[src/rtl/bcd_countdown_60.sv]
// Mod-60 BCD countdown timer: loads 00..59, counts down on a prescaled tick.
// Ports: clk, rst (sync high), load/load_val, start, stop -> Q, running, done, err.
module bcd_countdown_60 #(
  parameter int TICK_DIV    = 4,
  parameter bit AUTO_RELOAD = 1'b0
) (
  input  logic       clk,
  input  logic       rst,
  input  logic       load,
  input  logic [7:0] load_val,
  input  logic       start,
  input  logic       stop,
  output logic [7:0] Q,
  output logic       running,
  output logic       done,
  output logic       err
);

  localparam int PW = (TICK_DIV > 1) ? $clog2(TICK_DIV) : 1;
  localparam logic [PW-1:0] PS_LAST = PW'(TICK_DIV - 1);

  typedef enum logic [1:0] {
    IDLE,
    RUN,
    HOLD
  } state_t;

  state_t        state;
  logic [PW-1:0] ps;
  logic [7:0]    reload_reg;

  logic       load_ok;
  logic       q_zero;
  logic       tick;
  logic       keep_run;
  logic [7:0] q_dec;

  assign load_ok  = (load_val[7:4] <= 4'd5) && (load_val[3:0] <= 4'd9);
  assign q_zero   = (Q == 8'h00);
  assign tick     = (ps == PS_LAST);
  // A zero reload value would make the counter run from 00; treat as one-shot.
  assign keep_run = AUTO_RELOAD && (reload_reg != 8'h00);

  always_comb begin
    q_dec = Q;
    if (Q[3:0] != 4'd0) begin
      q_dec = {Q[7:4], Q[3:0] - 4'd1};
    end else begin
      q_dec = {Q[7:4] - 4'd1, 4'd9};
    end
  end

  always_ff @(posedge clk) begin
    if (rst) begin
      state      <= IDLE;
      ps         <= '0;
      reload_reg <= 8'h00;
      Q          <= 8'h00;
      running    <= 1'b0;
      done       <= 1'b0;
      err        <= 1'b0;
    end else begin
      done <= 1'b0;
      err  <= 1'b0;
      // Any load owns the edge, even a rejected one: no step, no state move.
      if (load) begin
        if (load_ok) begin
          Q          <= load_val;
          reload_reg <= load_val;
          state      <= IDLE;
          ps         <= '0;
          running    <= 1'b0;
        end else begin
          err <= 1'b1;
        end
      end else if (stop) begin
        if (state == RUN) begin
          state   <= HOLD;
          running <= 1'b0;
        end
      end else begin
        unique case (state)
          RUN: begin
            if (tick) begin
              ps <= '0;
              if (q_zero) begin
                // Only reachable while auto-reloading after a terminal step.
                Q <= reload_reg;
              end else begin
                Q <= q_dec;
                if (Q == 8'h01) begin
                  done <= 1'b1;
                  if (!keep_run) begin
                    state   <= IDLE;
                    running <= 1'b0;
                  end
                end
              end
            end else begin
              ps <= ps + 1'b1;
            end
          end
          IDLE: begin
            if (start && !q_zero) begin
              state   <= RUN;
              ps      <= '0;
              running <= 1'b1;
            end
          end
          HOLD: begin
            // Prescaler keeps its frozen phase across the pause.
            if (start) begin
              state   <= RUN;
              running <= 1'b1;
            end
          end
          default: begin
            state   <= IDLE;
            running <= 1'b0;
          end
        endcase
      end
    end
  end

endmodule
[config.mk]
export PLATFORM = sky130hd
export DESIGN_NAME = bcd_countdown_60
export DESIGN_NICKNAME = d
export VERILOG_FILES = /design/src/rtl/bcd_countdown_60.sv
export SDC_FILE = /design/constraint.sdc
export NUM_CORES = 1
export LEC_CHECK = 0
export ABC_AREA = 1
export CORE_UTILIZATION = 45
export DETAILED_ROUTE_END_ITERATION = 7
export PLACE_DENSITY = 0.78
export SLEW_MARGIN = 20
export SYNTH_ARGS = -nofsm -noshare
export SYNTH_HDL_FRONTEND = slang
export SYNTH_SLANG_ARGS = --single-unit
[constraint.sdc]
create_clock -name clk -period 1.2 [get_ports clk]
set_input_delay 0.12 -clock clk [delete_from_list [all_inputs] [get_ports clk]]
set_output_delay 0.12 -clock clk [all_outputs]
set_load 0.03 [all_outputs]
==> metrics.txt, run 1 <==
R2R Setup Slk=-120 ps; H-tree depth=1; die area=3150 sq um; vias per cell=5.05; Port Buffers=23; half-perimeter wire length after placement=2390 microns; aggregate routed wire length=3280 microns; CTS tree=built; CP startpoint kind=flop; DP Area=1820 sq um; Synth Area in Simple Gates=37.2%; vias in the first global route=1317; share of the synthesized area in the top cell type=33.4%; IO Pins=24; Fillers=222; die height=56.2 microns; drc violations=0; fin worst setup slack=-116 ps; Tightest Hold Check Type=in -> reg; final period utilization=110%; Compound-Gate Fraction of Synth Area=16.4%; initial antenna violation count=0; Crit Path Category=reg -> reg; clock sinks=22; Slew Limit Fails=0; DP Cell Count=275; RSZ-0062 raised after global routing=true; post-synthesis mux area share=0%; Peak Freq=760 MHz; clock period minus worst slack=1320 ps; largest net degree at the start of global routing=13; worst vdd ir=945 uV; Post-Synth Adder-Cell Area=2.84%; CTS Buf Count=3; Worst Setup End Kind=flop; Starting Density=47.9%; Pwr per Cell Area=998 nW/um^2; Crit Path Max Fanout=5; post-route cell area=1970 sq um; arrival time at the worst endpoint=1570 ps; Post-synth ARST share=0%; failing checks=negative setup slack; Synth warnings=0; main combinational cell family by area after synthesis=simple AND/OR/NAND/NOR gates; sequential-to-total area share from yosys stat=33.4%; antenna fix cells=0; worst slew pin tran=292 ps; area growth from synthesis to layout=49.3%; number of max-cap violations=0; Setup-failing EPs final=13; core area=2760 sq um; Final ANT Viol Nets=0; Gate Count Post-Synth=198; Initial DRC Count=36; worst clock skew=7.10 ps; cell leakage power=0.911 nW; clock latency at the later pin of the worst-skew pair=310 ps; status=complete, but fails checks; top post-synthesis cells by count=nand2_1 (50), nor2_1 (26), dfxtp_1 (22); Root Buffer=clkbuf_4; XOR/XNOR share of the synthesized area=1.33%; number of synthesized register bits=22; Post-Syn Area per Cell=6.67 sq um; slew margin rel.=80.4%; Net count, final=268; first drt pass iteration count=4; Netlist cell types=28; GRT overflow=0; Worst EP required=1450 ps; GPL Wtd Cong=0.826; Area contributors post-synth=dfxtp_1 (33%), nand2_1 (14%), a21oi_1 (8.0%); Synth Cell Area=1320 sq um; Primary FF master, synth=dfxtp_1; # rows=19; first-pass GRT wire length=5600 microns; share of cells above drive strength 1=37.8%; Clock transition at path regs=130 ps; Post-synth EDFFs=0; Mapped Nets=214; post-route insts no fill=282; via count=1424; WL per Instance=11.6 microns; final core occ=71.5%; Tot GR Track Use=22.4%; Hold Violations, Final=0; Yosys top cell by area=dfxtp_1; Max Root-Sink Buffers=2; count leader, synth=nand2_1; die width=56.2 microns
critical path, cell delays in order, from the launching register on:
cell and delay [ps]:
dfxtp_4 370, inv_4 70, ha_4 150, nand2_8 80, inv_8 90, nand3_2 80, nand2_1 60, nand2_1 60
nand2_2 60, nand3_1 80, a21oi_2 130
kinds of logic (layout without fill, tap and decap cells):
logic type | count (synthesis) | count (layout)
compound gates | 40 | 40
xor+xnor | 2 | 2
fa+ha+maj | 3 | 3
buf+inv | 29 | 82
flops | 22 | 22
simple gates | 102 | 102
report_power, final:
part | internal (mW) | total (mW) | leakage [nW] | switching [mW]
Combinational | 0.308 | 0.732 | 0.704 | 0.424
Clock | 0.185 | 0.420 | 0.0210 | 0.235
Sequential | 0.771 | 0.815 | 0.186 | 0.0436
cell usage in the layout (no fill, tap or decap), types with 6 or more instances in the layout:
master           count
a21oi_1             19
buf_4               30
clkdlybuf4s50_1     10
dfxtp_1             11
dfxtp_2              6
inv_1               15
inv_2                6
nand2_1             47
nor2_1              23
nor2_4               7
o21ai_1             13
timing repair:
action / in CTS / in global routing
buffers inserted: 1 / 2
hold buffers: 0 / 0
resized for setup: 34 / 30
setup endpoints to repair: 23 / 25
pin swaps: 2 / 13
layout make-up:
| class | count | area, sq um | share of cell area (%) |
|---|---|---|---|
| Sequential cell | 22 | 467 | 23.7 |
| Clock buffer | 4 | 36.3 | 1.84 |
| Inverter | 25 | 109 | 5.52 |
| Timing Repair Buffer | 53 | 432 | 21.9 |
| Multi-Input combinational cell | 147 | 888 | 45.1 |
| Tap cell | 31 | 38.8 | 1.97 |
metal layers:
layer | share of wire [%] | vias up | global-route usage (%)
li1 | - | 739 | -
met5 | 0 | - | 0
met3 | 4.6 | 4 | 3.02
met1 | 45 | 646 | 29.2
met4 | 0.88 | 0 | 10.5
met2 | 49 | 35 | 36.6
path summary, 6_finish.rpt:
kind	from	to	cells after the start
max	Q[4]	state[0]	10
min	load_val[1]	reload_reg[1]	4
max reg2reg	Q[4]	state[0]	10
min reg2reg	reload_reg[4]	reload_reg[4]	2
metrics by stage:
step / setup TNS [ps] / hold slack [ps] / setup slack (ps) / power, mW
final: -849 / 209 / -116 / 1.97
after global routing: -1910 / 226 / -225 / 2.09
after CTS: -680 / 376 / -90.0 / 1.90
after detailed placement: -5330 / 454 / -321 / 1.47
after global placement: -5120 / 448 / -309 / 1.46
after floorplan: -186 / 260 / -39.5 / 1.23
No activity file was read; power rests on OpenSTA's default activity.
==> run 2: changes to the inputs <==
--- a/config.mk
+++ b/config.mk
@@ -5,10 +5,10 @@
 export SDC_FILE = /design/constraint.sdc
 export NUM_CORES = 1
 export LEC_CHECK = 0
-export ABC_AREA = 1
+export CAP_MARGIN = 20
 export CORE_UTILIZATION = 45
 export DETAILED_ROUTE_END_ITERATION = 7
-export PLACE_DENSITY = 0.78
+export PLACE_DENSITY = 0.79
 export SLEW_MARGIN = 20
 export SYNTH_ARGS = -nofsm -noshare
 export SYNTH_HDL_FRONTEND = slang
==> run 2 against run 1 <==
The flow still finishes with violations (negative setup slack). Fmax down 15%. Sequential share of layout area decreased by 0.19 points. Clock-buffer cell count unchanged. Area after synthesis down 10%. Clock skew is 5.3 ps lower. Sequential power decreased by 4.8%. Highest routed layer unchanged.
==> metrics.txt, run 2 <==
status=complete, but fails checks; failing checks=negative setup slack; Final ANT Viol Nets=0; aggregate routed wire length=3690 microns; die area=2850 sq um; Hold Violations, Final=0; number of synthesized register bits=22; Starting Density=47.9%; die width=53.4 microns; Slew Limit Fails=0; sw frac=31.9%; R2R Setup Slk=-350 ps; Pint=1.16 mW; Synth warnings=0; worst r2r dst=Q[4]; via count=1313; antenna fix cells=0; vias in the first global route=1225; Tot GR Track Use=25.8%; Post-Place Worst Slack=-567 ps; arrival time at the worst endpoint=1770 ps; worst vdd ir=612 uV; Max Root-Sink Buffers=2; Port Buffers=23; Clock transition at path regs=120 ps; commonest cells after routing, fill and taps aside=buf_4 (43), nor2_1 (19), dfxtp_1 (14); number of max-cap violations=0; Net count, final=220; R2R depth=6; half-perimeter wire length after placement=2390 microns; share of cells above drive strength 1=50.2%; largest net degree at the start of global routing=21; first-pass GRT wire length=5300 microns; Gate Count Post-Synth=142; vias per cell=5.64; DP Cell Count=223; drc violations=0; proportion of power drawn by the clock network=21.0%; fin worst setup slack=-346 ps; RSZ-0062 raised after global routing=true; post-route insts no fill=233; final period utilization=129%; WL per Instance=15.8 microns; Peak Freq=647 MHz; CTS tree=built; GRT overflow=0; worst slew pin tran=400 ps; Primary FF master, synth=dfxtp_1; Post-Syn Area per Cell=8.36 sq um; initial antenna violation count=0; Initial DRC Count=24; reg-to-reg critical path startpoint=Q[5]; GPL Wtd Cong=0.889; clock period minus worst slack=1550 ps; Post-synth ARST share=0%; Mapped Nets=158; Flop pwr share=45.8%; Post-synth EDFFs=0; top post-synthesis cells by count=dfxtp_1 (22), nor2_1 (22), a21oi_1 (18); share of the synthesized area in the top cell type=37.1%; Comb power frac=33.2%; HP Start=load_val[3]; H-tree depth=1; area growth from synthesis to layout=64.2%; Synth Cell Area=1190 sq um; Crit Path Category=reg -> reg; hold depth=4; Net Switching=0.540 mW; # rows=18; Hold Path End=reload_reg[3]; Pwr per Cell Area=870 nW/um^2; slew margin rel.=73.1%; Worst Setup End Kind=flop; CTS Buf Count=3; core area=2480 sq um; CP startpoint kind=flop; Yosys top cell by area=dfxtp_1; clock sinks=22; IO Pins=24; die height=53.4 microns; cell leakage power=0.796 nW; commonest non-fill, non-tap cell in the layout=buf_4; sequential-to-total area share from yosys stat=37.1%; clock latency at the later pin of the worst-skew pair=300 ps; Netlist cell types=39; worst clock skew=1.83 ps; Worst EP required=1420 ps; Setup-failing EPs final=12; Crit Path Max Fanout=6; Root Buffer=clkbuf_4; first drt pass iteration count=4; Tightest Hold Check Type=in -> reg; CTS Hold Bufs=0; Area contributors post-synth=dfxtp_1 (37%), a21oi_1 (7.6%), nor2_1 (7.0%)
-- run 2: cell count changes after synthesis, moves of 4 or more --
cell,change
a211oi_1,+6
inv_1,-9
inv_2,-8
mux2i_1,+6
nand2_1,-44
nor2_1,-4
nor2_2,-8
o21ai_1,-7
-- run 2: how the worst max path moves through the flow --
| stage | slack (ps) | end | from |
|---|---|---|---|
| final | -350 | Q[4] | Q[5] |
| after global routing | -410 | Q[6] | Q[5] |
| after CTS | -350 | Q[4] | Q[5] |
| after detailed placement | -570 | Q[4] | load_val[1] |
| after global placement | -460 | Q[3] | load_val[1] |
| after floorplan | -330 | Q[4] | Q[5] |
-- run 2: critical path, stage by stage (launching register included) --
cell and delay [ps]:
dfxtp_4 370, inv_4 60, ha_4 140, or3b_4 430, a211oi_2 200, a21oi_1 70
a211oi_1 190
-- run 2: timing repair --
action	CTS	global route
gates resized for setup	17	31
setup endpoints to repair	23	19
setup buffers	3	3
pin swaps	4	13
-- run 2: routing by layer --
layer | global-route usage, % | routed length (microns) | share of wire (%) | vias to the layer above
met5 | 0 | 0 | 0 | -
met4 | 11.0 | 107 | 2.9 | 0
met3 | 3.45 | 134 | 3.6 | 10
met2 | 45.8 | 1910 | 52 | 40
met1 | 30.4 | 1540 | 42 | 618
li1 | - | - | - | 645
-- run 2: per-stage QoR --
step	hold slack [ps]	util, %	total power, mW	setup TNS (ps)	instance area [sq um]
2_1_floorplan	267	-	1.04	-2130	1250
3_3_place_gp	471	69.2	1.23	-8010	1720
3_5_place_dp	477	69.2	1.25	-9700	1720
4_1_cts	263	72.5	1.62	-2980	1800
5_1_grt	260	78.7	1.78	-3830	1950
6_report	250	78.7	1.70	-3000	1950
-- run 2: power groups by stage --
stage	combinational, mW	sequential (mW)	clock [mW]
2_1_floorplan	0.216	0.826	0
3_3_place_gp	0.443	0.789	0
3_5_place_dp	0.456	0.790	0
4_1_cts	0.486	0.774	0.360
5_1_grt	0.603	0.779	0.393
6_report	0.564	0.776	0.356
-- run 2: layout make-up --
type	instances	area [sq um]
clock buffers	4	26.3
flip-flops and latches	22	458
repair buffers	63	531
well taps	30	37.5
fillers	149	528
multi-input cells	106	860
inverters	8	37.5
-- run 2: logic make-up after synthesis --
family | synth area share [%]
adder cells (fa/ha/maj) | 3.16
flip-flops | 37.1
AO/OA/AOI/OAI | 23.5
multiplexers | 5.06
AND/OR/NAND/NOR | 25.6
buffers and inverters | 4.85
XOR/XNOR | 0.738
